[config.mk]
export PLATFORM = sky130hd
export DESIGN_NAME = uart_tx_arbiter_flat
export DESIGN_NICKNAME = d
export VERILOG_FILES = /design/src/rtl/uart_tx_arbiter_if.sv /design/src/rtl/uart_tx_arbiter.sv /design/src/flat_wrapper.sv
export SDC_FILE = /design/constraint.sdc
export NUM_CORES = 1
export LEC_CHECK = 0
export BUFFER_PORTS_ARGS = -buffer_cell sky130_fd_sc_hd__buf_2
export CORE_MARGIN = 8
export CORE_UTILIZATION = 25
export CTS_BUF_LIST = sky130_fd_sc_hd__clkbuf_8
export CTS_CLUSTER_SIZE = 14
export DETAILED_ROUTE_END_ITERATION = 8
export HOLD_SLACK_MARGIN = 0.03
export PLACE_DENSITY = 0.4
export REMOVE_ABC_BUFFERS = 1
export SYNTH_ARGS = -nofsm -noshare
export SYNTH_HDL_FRONTEND = slang
export SYNTH_SLANG_ARGS = --single-unit
[constraint.sdc]
create_clock -name clk -period 3 [get_ports clk]
set_clock_uncertainty 0.15 [all_clocks]
set_input_delay 0 -clock clk [delete_from_list [all_inputs] [get_ports clk]]
set_output_delay 0 -clock clk [all_outputs]
set_load 0.1 [all_outputs]
[src/rtl/uart_tx_arbiter_if.sv]
// Bundles the producer valid/ready bus and the uart_tx transmit/busy link.
// slave is the arbiter's view; master is the surrounding producers plus uart_tx.
interface uart_tx_arbiter_if #(
    parameter int unsigned NUM_REQ = 4,
    parameter int unsigned DATA_W  = 8
);
    logic [NUM_REQ-1:0]        req_valid;
    logic [NUM_REQ*DATA_W-1:0] req_data;
    logic [NUM_REQ-1:0]        req_last;
    logic [NUM_REQ-1:0]        req_ready;
    logic                      tx_transmit;
    logic [DATA_W-1:0]         tx_data;
    logic                      tx_busy;

    modport master (
        output req_valid, req_data, req_last, tx_busy,
        input  req_ready, tx_transmit, tx_data
    );

    modport slave (
        input  req_valid, req_data, req_last, tx_busy,
        output req_ready, tx_transmit, tx_data
    );
endinterface

[src/rtl/uart_tx_arbiter.sv]
// Round-robin sharing of one uart_tx between NUM_REQ byte producers, with
// message locking via req_last and a START watchdog on the transmit/busy handshake.
module uart_tx_arbiter #(
    parameter int unsigned NUM_REQ       = 4,
    parameter int unsigned DATA_W        = 8,
    parameter int unsigned START_TIMEOUT = 65535,
    localparam int unsigned GrantW       = (NUM_REQ > 2) ? $clog2(NUM_REQ) : 1
) (
    input  logic                clk,
    input  logic                rst,
    uart_tx_arbiter_if.slave    bus,
    output logic [GrantW-1:0]   grant_id,
    output logic                active,
    output logic                timeout_err
);
    localparam int unsigned CntW = $clog2(START_TIMEOUT);

    typedef enum logic [1:0] {
        StIdle,
        StStart,
        StSend,
        StHold
    } state_e;

    state_e              state_q, state_d;
    logic [GrantW-1:0]   rr_q, rr_d;
    logic [GrantW-1:0]   grant_q, grant_d;
    logic                lock_q, lock_d;
    logic [CntW-1:0]     cnt_q, cnt_d;
    logic [DATA_W-1:0]   data_q, data_d;
    logic                timeout_q, timeout_d;

    logic [DATA_W-1:0]   req_bytes [NUM_REQ];
    logic                win_found;
    logic [GrantW-1:0]   win_id;
    logic [GrantW-1:0]   idx;
    logic [NUM_REQ-1:0]  ready;

    for (genvar g = 0; g < NUM_REQ; g++) begin : g_bytes
        assign req_bytes[g] = bus.req_data[g*DATA_W +: DATA_W];
    end

    function automatic logic [GrantW-1:0] next_id(input logic [GrantW-1:0] id);
        return (id == GrantW'(NUM_REQ - 1)) ? '0 : id + GrantW'(1);
    endfunction

    // First asserted valid at or after the RR pointer, wrapping past NUM_REQ-1.
    always_comb begin
        win_found = 1'b0;
        win_id    = '0;
        idx       = '0;
        for (int unsigned off = 0; off < NUM_REQ; off++) begin
            if (32'(rr_q) + off >= NUM_REQ) begin
                idx = GrantW'(32'(rr_q) + off - NUM_REQ);
            end else begin
                idx = GrantW'(32'(rr_q) + off);
            end
            if (!win_found && bus.req_valid[idx]) begin
                win_found = 1'b1;
                win_id    = idx;
            end
        end
    end

    always_comb begin
        ready = '0;
        case (state_q)
            StIdle:  if (win_found) ready[win_id] = 1'b1;
            StHold:  ready[grant_q] = 1'b1;
            default: ready = '0;
        endcase
    end

    always_comb begin
        state_d   = state_q;
        rr_d      = rr_q;
        grant_d   = grant_q;
        lock_d    = lock_q;
        cnt_d     = cnt_q;
        data_d    = data_q;
        timeout_d = 1'b0;
        case (state_q)
            StIdle: begin
                // A winner always has valid high, so ready implies a transfer here.
                if (win_found) begin
                    data_d  = req_bytes[win_id];
                    grant_d = win_id;
                    lock_d  = ~bus.req_last[win_id];
                    cnt_d   = '0;
                    state_d = StStart;
                end
            end
            StStart: begin
                if (bus.tx_busy) begin
                    state_d = StSend;
                end else if (cnt_q == CntW'(START_TIMEOUT - 1)) begin
                    timeout_d = 1'b1;
                    lock_d    = 1'b0;
                    rr_d      = next_id(grant_q);
                    state_d   = StIdle;
                end else begin
                    cnt_d = cnt_q + CntW'(1);
                end
            end
            StSend: begin
                if (!bus.tx_busy) begin
                    if (lock_q) begin
                        state_d = StHold;
                    end else begin
                        rr_d    = next_id(grant_q);
                        state_d = StIdle;
                    end
                end
            end
            StHold: begin
                if (bus.req_valid[grant_q]) begin
                    data_d  = req_bytes[grant_q];
                    lock_d  = ~bus.req_last[grant_q];
                    cnt_d   = '0;
                    state_d = StStart;
                end
            end
            default: state_d = StIdle;
        endcase
    end

    always_ff @(posedge clk) begin
        if (rst) begin
            state_q   <= StIdle;
            rr_q      <= '0;
            grant_q   <= '0;
            lock_q    <= 1'b0;
            cnt_q     <= '0;
            data_q    <= '0;
            timeout_q <= 1'b0;
        end else begin
            state_q   <= state_d;
            rr_q      <= rr_d;
            grant_q   <= grant_d;
            lock_q    <= lock_d;
            cnt_q     <= cnt_d;
            data_q    <= data_d;
            timeout_q <= timeout_d;
        end
    end

    assign bus.req_ready   = ready;
    assign bus.tx_transmit = (state_q == StStart);
    assign bus.tx_data     = data_q;
    assign grant_id        = grant_q;
    assign active          = (state_q != StIdle);
    assign timeout_err     = timeout_q;

endmodule
[src/flat_wrapper.sv]
// flat-port wrapper written by rule: the top's interface ports become plain ports
module uart_tx_arbiter_flat 
#(
    parameter int unsigned NUM_REQ       = 4,
    parameter int unsigned DATA_W        = 8,
    parameter int unsigned START_TIMEOUT = 65535,
    localparam int unsigned GrantW       = (NUM_REQ > 2) ? $clog2(NUM_REQ) : 1
)
  (clk, rst, grant_id, active, timeout_err, bus_req_valid, bus_req_data, bus_req_last, bus_tx_busy, bus_req_ready, bus_tx_transmit, bus_tx_data);
  uart_tx_arbiter_if #(.NUM_REQ(NUM_REQ), .DATA_W(DATA_W)) bus_i ();
  input  logic clk;
  input  logic rst;
  output logic [GrantW-1:0] grant_id;
  output logic active;
  output logic timeout_err;
  input wire logic [$bits(bus_i.req_valid)-1:0] bus_req_valid;
  input wire logic [$bits(bus_i.req_data)-1:0] bus_req_data;
  input wire logic [$bits(bus_i.req_last)-1:0] bus_req_last;
  input wire logic [$bits(bus_i.tx_busy)-1:0] bus_tx_busy;
  output wire logic [$bits(bus_i.req_ready)-1:0] bus_req_ready;
  output wire logic [$bits(bus_i.tx_transmit)-1:0] bus_tx_transmit;
  output wire logic [$bits(bus_i.tx_data)-1:0] bus_tx_data;
  assign bus_i.req_valid = bus_req_valid;
  assign bus_i.req_data = bus_req_data;
  assign bus_i.req_last = bus_req_last;
  assign bus_i.tx_busy = bus_tx_busy;
  assign bus_req_ready = bus_i.req_ready;
  assign bus_tx_transmit = bus_i.tx_transmit;
  assign bus_tx_data = bus_i.tx_data;
  uart_tx_arbiter #(.NUM_REQ(NUM_REQ), .DATA_W(DATA_W), .START_TIMEOUT(START_TIMEOUT)) u_core (.clk(clk), .rst(rst), .bus(bus_i), .grant_id(grant_id), .active(active), .timeout_err(timeout_err));
endmodule
==> flow_summary.rst <==
.. list-table::
   :header-rows: 1

   * - Metric
     - Value
   * - EDFF count, synth
     - 0
   * - Final setup violation count
     - 0
   * - Fillcell total
     - 970
   * - Number of antenna violations at the first check in global routing
     - 0
   * - Average size of a mapped cell
     - 9.03 um2
   * - Post-layout util
     - 34.2%
   * - Slowest stage cell, crit path
     - sky130_fd_sc_hd__dlygate4sd3_1
   * - Highest-count cells in the layout ignoring fill and taps
     - sky130_fd_sc_hd__buf_2 (59), sky130_fd_sc_hd__nor2_1 (43), sky130_fd_sc_hd__dfxtp_1 (31)
   * - Max-slew violation count
     - 0
   * - Wirelength per Cell
     - 15.4 um
   * - Vertical die dimension
     - 111 um
   * - Top cell family by delay on the critical path
     - buffers and inverters
   * - Post-CTS setup buffer count
     - 0
   * - Launch point of the worst reg-to-reg path
     - u_core.rr_q[0]
   * - Die outline area
     - 12,400 um2
   * - Switching share of power
     - 40.5%
   * - Critical path launch point
     - u_core.rr_q[0]
   * - WP buf/inv
     - 3
   * - Synthesized flop and latch total
     - 32
   * - Crit. End Element
     - register
   * - Fraction of synthesis flops using an asynchronous set or reset pin
     - 0%
   * - Worst hold path cell count
     - 4
   * - Clock transition at the registers of the reported paths
     - 0.08 ns
   * - Number of warning messages in the yosys log
     - 0
   * - Clock Latency Late Sink
     - 0.29 ns
   * - Depth of the CTS H-tree
     - 2
   * - Proportion of netlist area held by the largest area contributor
     - 28.2%
   * - Post-synthesis to final-layout area growth
     - 35.8%
   * - Count of placed standard cells in the final layout, fillers left out
     - 451
   * - Total Power Consumption
     - 1620 uW
   * - Routability-driven placement congestion ratio
     - 0.725
   * - Status
     - complete, no violations
   * - Initial core utilization
     - 25.2%
   * - Overflow left after global routing
     - 0
   * - Routed vias
     - 2,204
   * - Drt drc
     - 0
   * - Number of nets still failing antenna checks after routing
     - 0
   * - Number of endpoints with negative hold slack in the final report
     - 0
   * - Floorplan row count
     - 35
   * - IO buf count
     - 59
   * - Num Clock Sinks
     - 32
   * - Crit path launch type
     - register
   * - DP Cell Count
     - 421
   * - GRT Overall Usage
     - 11.2%
   * - Worst Max-Slew Pin Slew
     - 1.14 ns
   * - CTS tree
     - built
   * - Max-cap check violation count
     - 0
   * - Clock period minus worst slack
     - 2.85 ns
   * - Number of buffers added by the clock tree synthesis step
     - 5
   * - Post-Synthesis Cell Area
     - 2270 um2
   * - Cell taking the most area after synthesis
     - sky130_fd_sc_hd__dfxtp_1
   * - Proportion of layout cells with a drive suffix above 1
     - 28.8%
   * - Internal reg-to-reg setup slack
     - 0.15 ns
   * - First-pass detailed-route iteration total
     - 4
   * - Instance count of the mapped netlist
     - 252
   * - Power share of the clock group
     - 29.2%
   * - Path type of the worst min-delay path
     - in2reg
   * - Detailed-placement wirelength estimate
     - 5.15 mm
   * - Via count of the first global-routing pass
     - 2,256
   * - Net count, final
     - 392
   * - Worst-case vdd ir drop
     - 159 uV
   * - Most common flop cell mapped by yosys
     - sky130_fd_sc_hd__dfxtp_1
   * - Sum of routed wire length over all layers
     - 6.93 mm
   * - Reg-to-Reg End
     - u_core.bus.tx_data[0]
   * - Setup TNS
     - 0 ns
   * - Maximum number of pins on one net before global-route repair
     - 21
   * - Number of top-level design ports
     - 60
   * - Most common library cell in the layout ignoring fill and taps
     - sky130_fd_sc_hd__buf_2
   * - Highest Clock Rate
     - 351 MHz
   * - Power per cell area
     - 523 nW/um2
   * - Period utilization
     - 95.0%
   * - Worst EP required
     - 3.02 ns
   * - Proportion of power drawn by flip-flops and latches
     - 30.2%
   * - Path depth of the worst reg2reg path
     - 9
   * - Std-Cell Core Area
     - 9020 um2
   * - Arrival time of the worst setup path
     - 2.88 ns
   * - Cell with the most instances on the worst path
     - sky130_fd_sc_hd__dlygate4sd3_1
   * - Drt via density
     - 4.89
   * - Slew margin rel.
     - 23.4%
   * - Count of different cell masters after synthesis
     - 43
   * - Largest fanout on the critical path
     - 20
   * - Cell at the root of the clock tree
     - sky130_fd_sc_hd__clkbuf_8
   * - Endpoint of the worst hold-timing path
     - u_core.bus.tx_data[7]
   * - Design internal power
     - 962 uW
   * - Leakage
     - 0.00125 uW
   * - Crit-path cells
     - nor2b_1 > a311oi_2 > nor2_2 > buf_12 > mux2i_1 > dlygate4sd3_1 > a21oi_1 > a32o_1 > dlygate4sd3_1
   * - Post-synthesis sequential area ratio
     - 28.2%
   * - Horizontal die dimension
     - 111 um
   * - Global-route wire length before repair
     - 11.5 mm
   * - Count of antenna diodes in the layout
     - 0
   * - Initial drt markers
     - 86
   * - Top cells by area in the synthesized netlist
     - sky130_fd_sc_hd__dfxtp_1 (28%), sky130_fd_sc_hd__mux4_2 (9.9%), sky130_fd_sc_hd__mux2i_1 (7.9%)
   * - Peak per-stage delay on the critical path
     - 0.57 ns
   * - Sw Pwr
     - 654 uW
   * - Startpoint-to-endpoint class of the critical path
     - reg2reg
   * - Startpoint of the worst hold path
     - bus_req_data[15]
   * - Combinational share of power
     - 40.5%
   * - Maximum buffer depth of the clock tree
     - 2
## cells in the mapped netlist (all sizes together) (5+ instances only)
library cell  instances
nor2                 45
ha                   10
nand4                12
xor2                 12
a21oi                14
mux2i                18
a211oi                6
dfxtp                32
nand2                11
and3                  6
inv                  11
a21boi                7
a32o                  7
mux4                 10
buf                   8
nand3                 5
## how the worst max path moves through the flow
stage,cells after the start,slack [ns],to
6_report,9,0.15,u_core.bus.tx_data[0]
5_1_grt,9,-0.0003,u_core.bus.tx_data[6]
4_1_cts,9,0.02,u_core.bus.tx_data[2]
3_5_place_dp,8,0.47,u_core.cnt_q[7]
3_3_place_gp,7,0.46,u_core.cnt_q[8]
2_1_floorplan,4,-0.34,u_core.cnt_q[0]
## cell type report
| cell class | instances | area, um2 | share of cell area [%] |
|---|---|---|---|
| multi-input cells | 197 | 1540 | 49.8 |
| flip-flops and latches | 32 | 642 | 20.8 |
| repair buffers | 90 | 596 | 19.3 |
| well taps | 111 | 139 | 4.50 |
| clock buffers | 7 | 96.3 | 3.12 |
| inverters | 13 | 48.8 | 1.58 |
| clock inverters | 1 | 30.0 | 0.972 |
## registers in the layout (all words and copies together), names as in the netlist
register            flops
u_core.bus.tx_data      8
u_core.cnt_q           16
u_core.grant_id         2
u_core.lock_q           1
u_core.rr_q             2
u_core.state_q          2
u_core.timeout_err      1
## per-stage QoR
stage | hold WS [ns] | instance area [um2] | setup slack [ns]
floorplan | -0.0809 | 2220 | -0.339
global placement | 0.203 | 2720 | 0.462
detailed placement | 0.204 | 2720 | 0.466
CTS | 0.0314 | 3070 | 0.0190
global route | 0.0496 | 3090 | -0.000297
finish | 0.0371 | 3090 | 0.149
## layer usage
| layer | global-route usage (%) | up-vias | routed length (um) |
|---|---|---|---|
| li1 | - | 1101 | - |
| met1 | 14.7 | 1044 | 3420 |
| met2 | 17.7 | 54 | 3110 |
| met3 | 2.90 | 5 | 354 |
| met4 | 2.93 | 0 | 49 |
| met5 | 0 | - | 0 |
## tightest hold or removal path: stages
cell and delay, ns:
sky130_fd_sc_hd__buf_2 0.08, sky130_fd_sc_hd__mux2i_1 0.06, sky130_fd_sc_hd__a21boi_0 0.16, sky130_fd_sc_hd__a32o_1 0.14
## cell families after synthesis
family                     share of synthesized area, %
AOI/OAI and AO/OA                                  16.8
xor gates and xnor gates                           5.78
adders and majority gates                          5.50
buffers and inverters                              4.68
DFF                                                28.2
muxes                                              18.8
and+or+nand+nor                                    20.2
## power by group through the flow
| stage | Sequential [uW] | Clock (uW) | Combinational, uW |
|---|---|---|---|
| 2_1_floorplan | 648 | 0 | 310 |
| 3_3_place_gp | 499 | 0 | 624 |
| 3_5_place_dp | 499 | 0 | 622 |
| 4_1_cts | 489 | 493 | 657 |
| 5_1_grt | 494 | 509 | 702 |
| 6_report | 488 | 472 | 655 |
## what timing repair did
action,CTS,global route
resized for setup,0,5
hold endpoints to repair,16,0
setup endpoints to repair,0,4
hold buffers,22,0
Note: power is estimated with default switching activity, not from simulation.
